### config.mk
export PLATFORM = sky130hd
export DESIGN_NAME = fb_rect_fill
export DESIGN_NICKNAME = d
export VERILOG_FILES = /design/src/rtl/fb_rect_fill.sv
export SDC_FILE = /design/constraint.sdc
export NUM_CORES = 1
export LEC_CHECK = 0
export BUFFER_PORTS_ARGS = -buffer_cell sky130_fd_sc_hd__buf_2
export CAP_MARGIN = 25
export CORE_MARGIN = 1.5
export CORE_UTILIZATION = 43
export DETAILED_ROUTE_END_ITERATION = 10
export PLACE_DENSITY = 0.65
export SYNTH_ARGS = -nofsm -noshare
export SYNTH_HDL_FRONTEND = slang
export SYNTH_SLANG_ARGS = --single-unit
### constraint.sdc
create_clock -name clk -period 3.7 [get_ports clk]
set_input_delay 0.37 -clock clk [delete_from_list [all_inputs] [get_ports clk]]
set_output_delay 0.37 -clock clk [all_outputs]
set_load 0.1 [all_outputs]
### src/rtl/fb_rect_fill.sv
// -----------------------------------------------------------------------------
// fb_rect_fill
//
// Rectangle fill engine placed directly in front of the 800x480 1-bit frame
// buffer. A start pulse latches a rectangle and a colour and clips it to the
// screen. The engine then writes every covered pixel through the buffer's write
// port in raster order, one pixel in each cycle where the arbiter grants
// fb_ready.
//
// Handshake: the engine offers a write in every FILL cycle. A write happens
// when load=1, and load is FILL & fb_ready. The buffer captures PIXEL_H,
// PIXEL_V and in on the same rising edge that samples load. When fb_ready=0
// the addresses and data are held, and the same pixel is offered again next
// cycle.
//
// Ports:
//   clk        system clock, rising edge
//   reset      synchronous active-high reset
//   start      one-cycle request, sampled only in IDLE
//   x0, y0     top-left corner (inclusive)
//   x1, y1     bottom-right corner (inclusive), clipped to the screen
//   color      fill value (1 = white, 0 = black)
//   fb_ready   write grant from the arbiter
//   busy       high while filling
//   done       one-cycle completion pulse (also for empty fills)
//   PIXEL_H    frame buffer column address
//   PIXEL_V    frame buffer row address
//   load       frame buffer write enable
//   in         frame buffer write data
//   state_o    current FSM state, for debug and checkers
// -----------------------------------------------------------------------------
module fb_rect_fill #(
   // Both resolutions must fit the 11-bit coordinate range.
   parameter int unsigned H_RES = 800,
   parameter int unsigned V_RES = 480
) (
   input  logic        clk,
   input  logic        reset,
   input  logic        start,
   input  logic [10:0] x0,
   input  logic [10:0] y0,
   input  logic [10:0] x1,
   input  logic [10:0] y1,
   input  logic        color,
   input  logic        fb_ready,
   output logic        busy,
   output logic        done,
   output logic [10:0] PIXEL_H,
   output logic [10:0] PIXEL_V,
   output logic        load,
   output logic        in,
   output logic [1:0]  state_o
);

   typedef enum logic [1:0] {
      ST_IDLE = 2'd0,
      ST_FILL = 2'd1,
      ST_DONE = 2'd2
   } state_t;

   localparam logic [10:0] H_LIM = 11'(H_RES);
   localparam logic [10:0] V_LIM = 11'(V_RES);
   localparam logic [10:0] H_MAX = 11'(H_RES - 1);
   localparam logic [10:0] V_MAX = 11'(V_RES - 1);

   state_t      state_q, state_d;
   logic [10:0] h_q, h_d;     // current column (drives PIXEL_H)
   logic [10:0] v_q, v_d;     // current row (drives PIXEL_V)
   logic [10:0] x0_q, x0_d;   // row restart column
   logic [10:0] y0_q, y0_d;
   logic [10:0] xe_q, xe_d;   // clipped right edge
   logic [10:0] ye_q, ye_d;   // clipped bottom edge
   logic        in_q, in_d;   // latched colour (drives in)

   // Clipping of the request as presented on the inputs.
   logic [10:0] xe_clip;
   logic [10:0] ye_clip;
   logic        rect_empty;

   always_comb begin
      xe_clip = (x1 > H_MAX) ? H_MAX : x1;
      ye_clip = (y1 > V_MAX) ? V_MAX : y1;
      // An off-screen x0/y0 is also caught by x0 > xe, but stating it
      // explicitly keeps the intent obvious.
      rect_empty = (x0 >= H_LIM) || (y0 >= V_LIM) ||
                   (x0 > xe_clip) || (y0 > ye_clip);
   end

   // ---------------------------------------------------------------------------
   // Next-state and output decode
   // ---------------------------------------------------------------------------
   always_comb begin
      state_d = state_q;
      h_d     = h_q;
      v_d     = v_q;
      x0_d    = x0_q;
      y0_d    = y0_q;
      xe_d    = xe_q;
      ye_d    = ye_q;
      in_d    = in_q;
      load    = 1'b0;

      case (state_q)
         ST_IDLE: begin
            if (start) begin
               x0_d = x0;
               y0_d = y0;
               xe_d = xe_clip;
               ye_d = ye_clip;
               if (rect_empty) begin
                  // No writes. The visible address and data outputs keep
                  // their previous values.
                  state_d = ST_DONE;
               end else begin
                  state_d = ST_FILL;
                  h_d     = x0;
                  v_d     = y0;
                  in_d    = color;
               end
            end
         end

         ST_FILL: begin
            if (fb_ready) begin
               load = 1'b1;
               if (h_q == xe_q) begin
                  if (v_q == ye_q) begin
                     // The last pixel is being written. The counter stays at
                     // (xe, ye), so the outputs hold the final address.
                     state_d = ST_DONE;
                  end else begin
                     h_d = x0_q;
                     v_d = v_q + 11'd1;
                  end
               end else begin
                  h_d = h_q + 11'd1;
               end
            end
         end

         ST_DONE: begin
            state_d = ST_IDLE;
         end

         default: begin
            state_d = ST_IDLE;
         end
      endcase
   end

   // ---------------------------------------------------------------------------
   // State registers
   // ---------------------------------------------------------------------------
   always_ff @(posedge clk) begin
      if (reset) begin
         state_q <= ST_IDLE;
         h_q     <= 11'd0;
         v_q     <= 11'd0;
         x0_q    <= 11'd0;
         y0_q    <= 11'd0;
         xe_q    <= 11'd0;
         ye_q    <= 11'd0;
         in_q    <= 1'b0;
      end else begin
         state_q <= state_d;
         h_q     <= h_d;
         v_q     <= v_d;
         x0_q    <= x0_d;
         y0_q    <= y0_d;
         xe_q    <= xe_d;
         ye_q    <= ye_d;
         in_q    <= in_d;
      end
   end

   assign busy    = (state_q == ST_FILL);
   assign done    = (state_q == ST_DONE);
   assign PIXEL_H = h_q;
   assign PIXEL_V = v_q;
   assign in      = in_q;
   assign state_o = state_q;

endmodule

# Word-level counts from Yosys, hierarchy flattened
# Index checks and enable logic that the tools add are counted.
# totals
reg_bits,58
latch_bits,0
mem_bits_rw,0
mem_bits_ro,0
in_bits,49
output_inout_bits,28
elab_cells,59
mem_count,0
# op_classes
add_sub_neg,2
n_mul,0
n_div,0
n_lt_le_gt_ge,6
n_eq_ne,11
n_shift,0
n_mux,22
bitwise_logic,1
n_reduce_logical,10
# op_table
op,count
$mux 11,12
$pmux 11 s2,2
$add 11x1->11 const B,2
$eq 11x11->1,2
$gt 11x11->1,2
$ge 11x10->1 const B,1
$ge 11x9->1 const B,1
$gt 11x10->1 const B,1
$gt 11x9->1 const B,1
$mux 2,5
$ne 2x2->1 const B,4
$reduce_and 6->1,1
$reduce_and 5->1,1
$ne 2x1->1 const B,2
$pmux 2 s2,1
$reduce_and 4->1,1
$logic_or 1x1->1,3
$ne 3x3->1 const B,1
$reduce_and 3->1,1
$eq 2x1->1 const B,1
$eq 2x2->1 const B,1
$logic_not 2->1,1
$mux 1,2
$reduce_and 2->1,1
other kinds (2),2

# Logic depth before layout (Yosys ltp)
# Gate-level depths: netlist of the first run.
# logic_depth
word_depth,8
depth_mapped,14
depth_no_buf,12

# Worst setup path after synthesis of the first run
# OpenSTA, ideal clock, no wires.
# synth_timing
path_kind,register to register
startpoint,"register state_q[0], in the netlist state_o[0]"
endpoint,"register v_q[8], in the netlist PIXEL_V[8]"
setup_time_ns,0.080
t_arrival_ns,3.161
setup_slack_ns,0.459
path_stages_with_launch,8
period_less_slack_ns,3.241
cell_sequence,dfxtp_1 -> nand2b_1 -> clkbuf_1 -> inv_2 -> clkbuf_1 -> clkbuf_1 -> o32ai_1 -> a211oi_2
# synth_between
elab_chain_cells,3
# synth_rtl
item,line,text
from (decl),66,"state_t state_q, state_d;"
from (signal assigned),165,state_q <= state_d;
$eq 2x1->1 (*),--,
named net busy,46,"output logic busy,"
$ne 2x2->1 (no source line) (tied with other cells),--,
$reduce_and 6->1 (no source line),--,
to (signal assigned),167,v_q <= v_d;
to (decl),68,"logic [10:0] v_q, v_d;"
# The timed path passes the listed nets; every way through them passes the cells marked *.
# A chain may end at the register's enable or synchronous reset.

# Final worst setup path of the first run
# layout_timing
startpoint,input port x1[7]
endpoint,"register h_q[1], in the netlist PIXEL_H[1]"
# layout_between
elab_chain_cells,7
# layout_rtl
item,line,text
from (decl),42,"input logic [10:0] x1,"
$gt 11x10->1,81,xe_clip = (x1 > H_MAX) ? H_MAX : x1;
$mux 11 (*),81,
$gt 11x11->1 (*),86,(x0 > xe_clip) || (y0 > ye_clip);
$logic_or 1x1->1 (*),85,rect_empty = (x0 >= H_LIM) || (y0 >= V_LIM) ||
$logic_or 1x1->1 (*),86,
$ne 2x2->1 (no source line) (*),--,
$reduce_and 5->1 (no source line) (*),--,
to (signal assigned),157,h_q <= 11'd0;
to (signal assigned),166,h_q <= h_d;
to (decl),67,"logic [10:0] h_q, h_d;"
# Every way passes the cells marked *; elsewhere a longest branch is shown, timed or not.

==> results of run 1 <==
## state kept, by name, summed over array words and instances (netlist names)
register,flops
PIXEL_H,11
PIXEL_V,11
x0_q,11
xe_q,11
ye_q,11
state_o,2
in,1
## worst paths after layout
check                                   to  slack (ns)  depth (start not counted)
worst min register to register    x0_q[10]        0.46                          2
worst min-delay path                    in        0.29                          3
worst max register to register  PIXEL_V[9]        1.14                          8
worst max-delay path            PIXEL_H[1]        0.53                         13
## cell usage after synthesis, types with 5 or more instances
library cell / count
a211oi_1: 18
a211oi_2: 6
a21oi_1: 46
and3_1: 9
buf_2: 5
clkbuf_1: 19
dfxtp_1: 58
ha_1: 24
inv_1: 6
mux2i_1: 5
nand2_1: 68
nand3_1: 23
nand4_1: 10
nor2_1: 37
nor3_1: 26
o21ai_0: 16
o311ai_0: 8
xnor2_1: 16
xor2_1: 15
## power groups by stage
stage                     Sequential, mW  Combinational (mW)  Clock [mW]
after floorplan                    0.889               0.304           0
after global placement             0.751               0.576           0
after detailed placement           0.752               0.583           0
after CTS                          0.738               0.585       0.609
after global routing               0.746               0.635       0.639
final                              0.740               0.586       0.605
## worst register-to-register path: stages, from the launching register on
cell and delay (ns):
dfxtp_1 0.47, nand2b_1 0.09, buf_4 0.25, inv_2 0.43, and2_1 0.21, nand2b_1 0.13
and4_4 0.49, a31oi_1 0.17, a211oi_2 0.23
## stage by stage
step                      instance area [um^2]  utilization  cells  setup WS [ns]
after floorplan                           3700            -    474          0.459
after global placement                    4120        0.499    632          0.390
after detailed placement                  4120        0.499    632          0.223
after CTS                                 4320        0.524    648          0.569
after global routing                      4320        0.524    648          0.296
final                                     4320        0.524    648          0.532
## metal layers
metal,track usage,vias up,wire (um)
li1,-,1856,-
met1,0.373,1739,5250
met2,0.357,144,4900
met3,0.0375,17,708
met4,0.0956,0,166
met5,0,-,0
## cells by family after synthesis
logic type / count (synthesis) / synth area share
and+or+nand+nor: 200 / 0.257
AOI/OAI and AO/OA: 118 / 0.217
DFF: 58 / 0.315
buffers and inverters: 35 / 0.0414
xor gates and xnor gates: 31 / 0.0736
adders and majority gates: 24 / 0.0814
muxes: 5 / 0.0136
other: 1 / 0.00102
## final cells by class
cell class              instances  area share
clock buffers                  11      0.0350
clock inverters                 5      0.0122
inverters                       7     0.00608
multi-input cells             381       0.551
flip-flops and latches         58       0.269
well taps                     105      0.0304
repair buffers                 81      0.0966
==> impl_metrics.csv, run 1 <==
group,metric,value,unit
setup_path,slowest_delay,0.42,ns
sta,hold_viol_final,0,
sta,max_freq,316,MHz
clock_network,h-tree-depth,3,
floorplanning,ios,77,
yosys,netlist.area_leader.share,0.315,
power_and_ir_drop,p_sw_frac,0.385,
yosys,ys.flop_type,"dfxtp_1",
power_and_ir_drop,p_leak,1.77,nW
place,hpwl,8180,um
setup_path,startpoint,"x1[7]",
setup_path,crit_path_end_kind,"register",
sta,setup_violations,0,
clock_network,cts_setup_buffers,0,
power_and_ir_drop,power,1.93,mW
layout,final_cell_mix,"buf_2, nand2_1, dfxtp_1",
drt,num_vias,3756,
min_path,worstHoldPathType,"primary input to register",
global_routing,gr-total-overflow,0,
power_and_ir_drop,p_sw,0.744,mW
floorplanning,die_area,9150,um^2
sta,tightest_slew,0.845,ns
global_routing,antenna_found_initial,0,
layout,drive_above_1_share,0.204,
layout,final_nets,611,
global_routing,grt_start_max_net_pins,39,
outcome,status,"completed",
global_routing,grt.total_usage,0.250,
power_and_ir_drop,pwr-share-comb,0.304,
clock_network,clk_pin_slew,0.07,ns
setup_path,crit_top_cell,"nand2_1",
power_and_ir_drop,clkPwrFrac,0.313,
global_routing,grt_pass1_wl,17600,um
power_and_ir_drop,p_int,1.19,mW
setup_path,required,3.96,ns
sta,rsz0062_at_grt,"false",
floorplanning,core-area,8260,um^2
layout,seqCellArea,1160,um^2
yosys,synth_async_sr_flop_share,0,
clock_network,clk_latency,0.34,ns
floorplanning,placementRows,33,
drt,ant_nets,0,
yosys,ys_seq_area_frac,0.315,
setup_path,critPathLaunchType,"primary input",
sta,maxSlewViolCount,0,
floorplanning,start_util,0.447,
sta,hold_slack,0.286,ns
flow_run,max-cap-violations,0,
yosys,synth_cell_types,50,
setup_path,critPathSlowestCell,"nor2b_1",
power_and_ir_drop,powerDensity,447,nW/um^2
global_routing,grt_pass1_vias,3396,
sta,fin_skew,0.00872,ns
setup_path,cp_top_family,"compound AO/OA/AOI/OAI gates",
setup_path,path_class,"primary input to register",
floorplanning,die_y,95.6,um
yosys,ys_seq_elements,58,
layout,diodes,0,
yosys,synth_warnings,0,
clock_network,cts_repair_resize_count,0,
yosys,syn_area,3690,um^2
drt,viasPerCell,5.80,
layout,layout_commonest_cell,"buf_2",
drt,totalWireLength,11000,um
drt,avgRoutedWirePerCell,17.0,um
layout,area_growth,17.2,%
setup_path,critical_path.cell_chain,"buf_2 -> o311ai_0 -> nor2b_1 -> nand2_1 -> ha_1 -> nand2_1 -> a2111oi_2 -> nor3_1 -> a2111o_1 -> nand4_1 -> buf_4 -> o21ai_0 -> a21oi_1",
yosys,syn_inst,472,
sta,tns,0,ns
layout,multi_input_area,2380,um^2
yosys,synth_edf_count,0,
power_and_ir_drop,seqPwrFrac,0.383,
clock_network,cts_hold_buffers,0,
setup_path,r2r-start,"state_o[0]",
sta,layout_min_cycle_time,3.17,ns
place,gp_congestion,0.874,
layout,fill_cells,846,
setup_path,worstPathArrival,3.43,ns
drt,drc_errors,0,
yosys,synth_area_leaders,"dfxtp_1, ha_1, nand2_1, a21oi_1, xnor2_1",
sta,relSlewSlack,0.436,
sta,fin_crit_sh,0.856,
floorplanning,die_w,95.6,um
setup_path,worstPathBufferInverterCount,2,
clock_network,root_buffer,"clkbuf_8",
clock_network,cts_inserted_buffers,9,
min_path,hp-start,"color",
power_and_ir_drop,ir_drop,0.196,mV
yosys,syn_area_per_cell,7.82,um^2
setup_path,crit_fanout,9,
yosys,yosysTopAreaCell,"dfxtp_1",
drt,firstDrtPassIters,6,
clock_network,clockBufferDepth,2,
place,portBuffers,76,
drt,first_iter_violations,287,
clock_network,cts.sinks,58,
clock_network,cts_tree,"built",
No activity file was read; power rests on OpenSTA's default activity.
==> run 2, diff against run 1 <==
==> constraint.sdc (replaced) <==
create_clock -name clk -period 3.4 [get_ports clk]
set_input_delay 0.17 -clock clk [delete_from_list [all_inputs] [get_ports clk]]
set_output_delay 0.17 -clock clk [all_outputs]
set_load 0.1 [all_outputs]
==> impl_metrics.csv, run 2 (synthesized netlist as in run 1, its figures left out) <==
group,metric,value,unit
drt,totalWireLength,11000,um
place,gp_congestion,0.876,
drt,avgRoutedWirePerCell,17.0,um
sta,tns,0,ns
clock_network,cts_hold_buffers,0,
setup_path,worstPathArrival,3.01,ns
setup_path,required,3.59,ns
setup_path,crit_path_end_kind,"register",
layout,final_cell_mix,"buf_2, nand2_1, dfxtp_1",
drt,drc_errors,0,
clock_network,clk_pin_slew,0.07,ns
floorplanning,ios,77,
setup_path,critPathLaunchType,"primary input",
flow_run,max-cap-violations,0,
clock_network,cts_setup_buffers,0,
sta,setup_violations,0,
power_and_ir_drop,seqPwrFrac,0.372,
clock_network,cts.sinks,58,
outcome,status,"completed",
floorplanning,die_y,95.6,um
place,hpwl,8270,um
sta,hold_viol_final,0,
power_and_ir_drop,clkPwrFrac,0.331,
drt,num_vias,3842,
clock_network,root_buffer,"clkbuf_8",
global_routing,antenna_found_initial,0,
global_routing,grt_pass1_vias,3491,
drt,viasPerCell,5.91,
power_and_ir_drop,p_int,1.35,mW
floorplanning,placementRows,33,
layout,diodes,0,
sta,rsz0062_at_grt,"false",
power_and_ir_drop,p_sw,0.809,mW
power_and_ir_drop,powerDensity,496,nW/um^2
clock_network,cts_repair_resize_count,0,
clock_network,h-tree-depth,3,
layout,final_nets,613,
clock_network,clockBufferDepth,2,
power_and_ir_drop,p_sw_frac,0.375,
power_and_ir_drop,ir_drop,0.236,mV
setup_path,path_class,"primary input to register",
drt,firstDrtPassIters,5,
floorplanning,die_area,9150,um^2
sta,fin_skew,0.00618,ns
floorplanning,start_util,0.447,
layout,area_growth,18.0,%
sta,layout_min_cycle_time,2.82,ns
min_path,worstHoldPathType,"primary input to register",
global_routing,grt.total_usage,0.252,
power_and_ir_drop,pwr-share-comb,0.297,
global_routing,gr-total-overflow,0,
setup_path,crit_fanout,29,
drt,ant_nets,0,
sta,relSlewSlack,0.428,
sta,fin_crit_sh,0.830,
clock_network,cts_tree,"built",
drt,first_iter_violations,290,
sta,max_freq,354,MHz
layout,drive_above_1_share,0.206,
global_routing,grt_start_max_net_pins,41,
clock_network,clk_latency,0.34,ns
layout,layout_commonest_cell,"buf_2",
layout,fill_cells,825,
floorplanning,core-area,8260,um^2
power_and_ir_drop,p_leak,1.78,nW
sta,maxSlewViolCount,0,
global_routing,grt_pass1_wl,17600,um
sta,tightest_slew,0.858,ns
place,portBuffers,76,
floorplanning,die_w,95.6,um
clock_network,cts_inserted_buffers,9,
sta,hold_slack,0.0822,ns
-- run 2: cell count changes in the layout (fill, tap and decap cells not counted) --
cell | before | now
clkbuf_1 | 0 | 1
clkbuf_8 | 11 | 10
clkinv_2 | 3 | 2
bufinv_16 | 1 | 2
buf_4 | 5 | 7
-- run 2: worst max-delay path, stage by stage --
cell and delay [ns]:
buf_2 0.11, o311ai_0 0.39, nor2b_1 0.42, nand2_1 0.10
ha_1 0.31, nand2_1 0.09, a2111oi_2 0.33, nor3_1 0.10
a2111o_1 0.39, and4_4 0.31, a31oi_1 0.21, a211oi_2 0.06
-- run 2: cell type report --
class,count,area (um^2),share of cell area
flip-flops and latches,58,1160,0.267
inverters,7,26.3,0.00603
repair buffers,83,433,0.0994
multi-input cells,381,2380,0.547
clock inverters,5,77.6,0.0178
well taps,105,131,0.0302
clock buffers,11,141,0.0325
-- run 2: final timing paths --
kind         cells after the start        from  slack, ns     endpoint
min reg2reg                      2     x0_q[1]       0.46      x0_q[1]
min                              3       color       0.08           in
max reg2reg                      7  PIXEL_H[3]       0.95   PIXEL_H[1]
max                             12       x1[7]       0.58  PIXEL_V[10]
-- run 2: per-layer routing --
metal	share of wire	track usage	routed length [um]
met5	0	0	0
met3	0.063	0.0351	692
met2	0.46	0.390	5020
met4	0.018	0.0993	193
met1	0.46	0.351	5110
-- run 2: power by group through the flow --
stage | clock network, mW | logic, mW | registers [mW]
detailed placement | 0 | 0.637 | 0.818
CTS | 0.724 | 0.639 | 0.803
global placement | 0 | 0.627 | 0.818
finish | 0.715 | 0.641 | 0.804
floorplan | 0 | 0.330 | 0.967
global route | 0.756 | 0.694 | 0.811
-- run 2: metrics by stage --
step | setup slack, ns | util | cells | power [mW] | area, um^2
6_report | 0.578 | 0.527 | 650 | 2.16 | 4350
3_3_place_gp | 0.326 | 0.501 | 634 | 1.44 | 4140
4_1_cts | 0.588 | 0.527 | 650 | 2.17 | 4350
3_5_place_dp | 0.229 | 0.501 | 634 | 1.46 | 4140
2_1_floorplan | 0.159 | - | 474 | 1.30 | 3700
5_1_grt | 0.276 | 0.527 | 650 | 2.26 | 4350
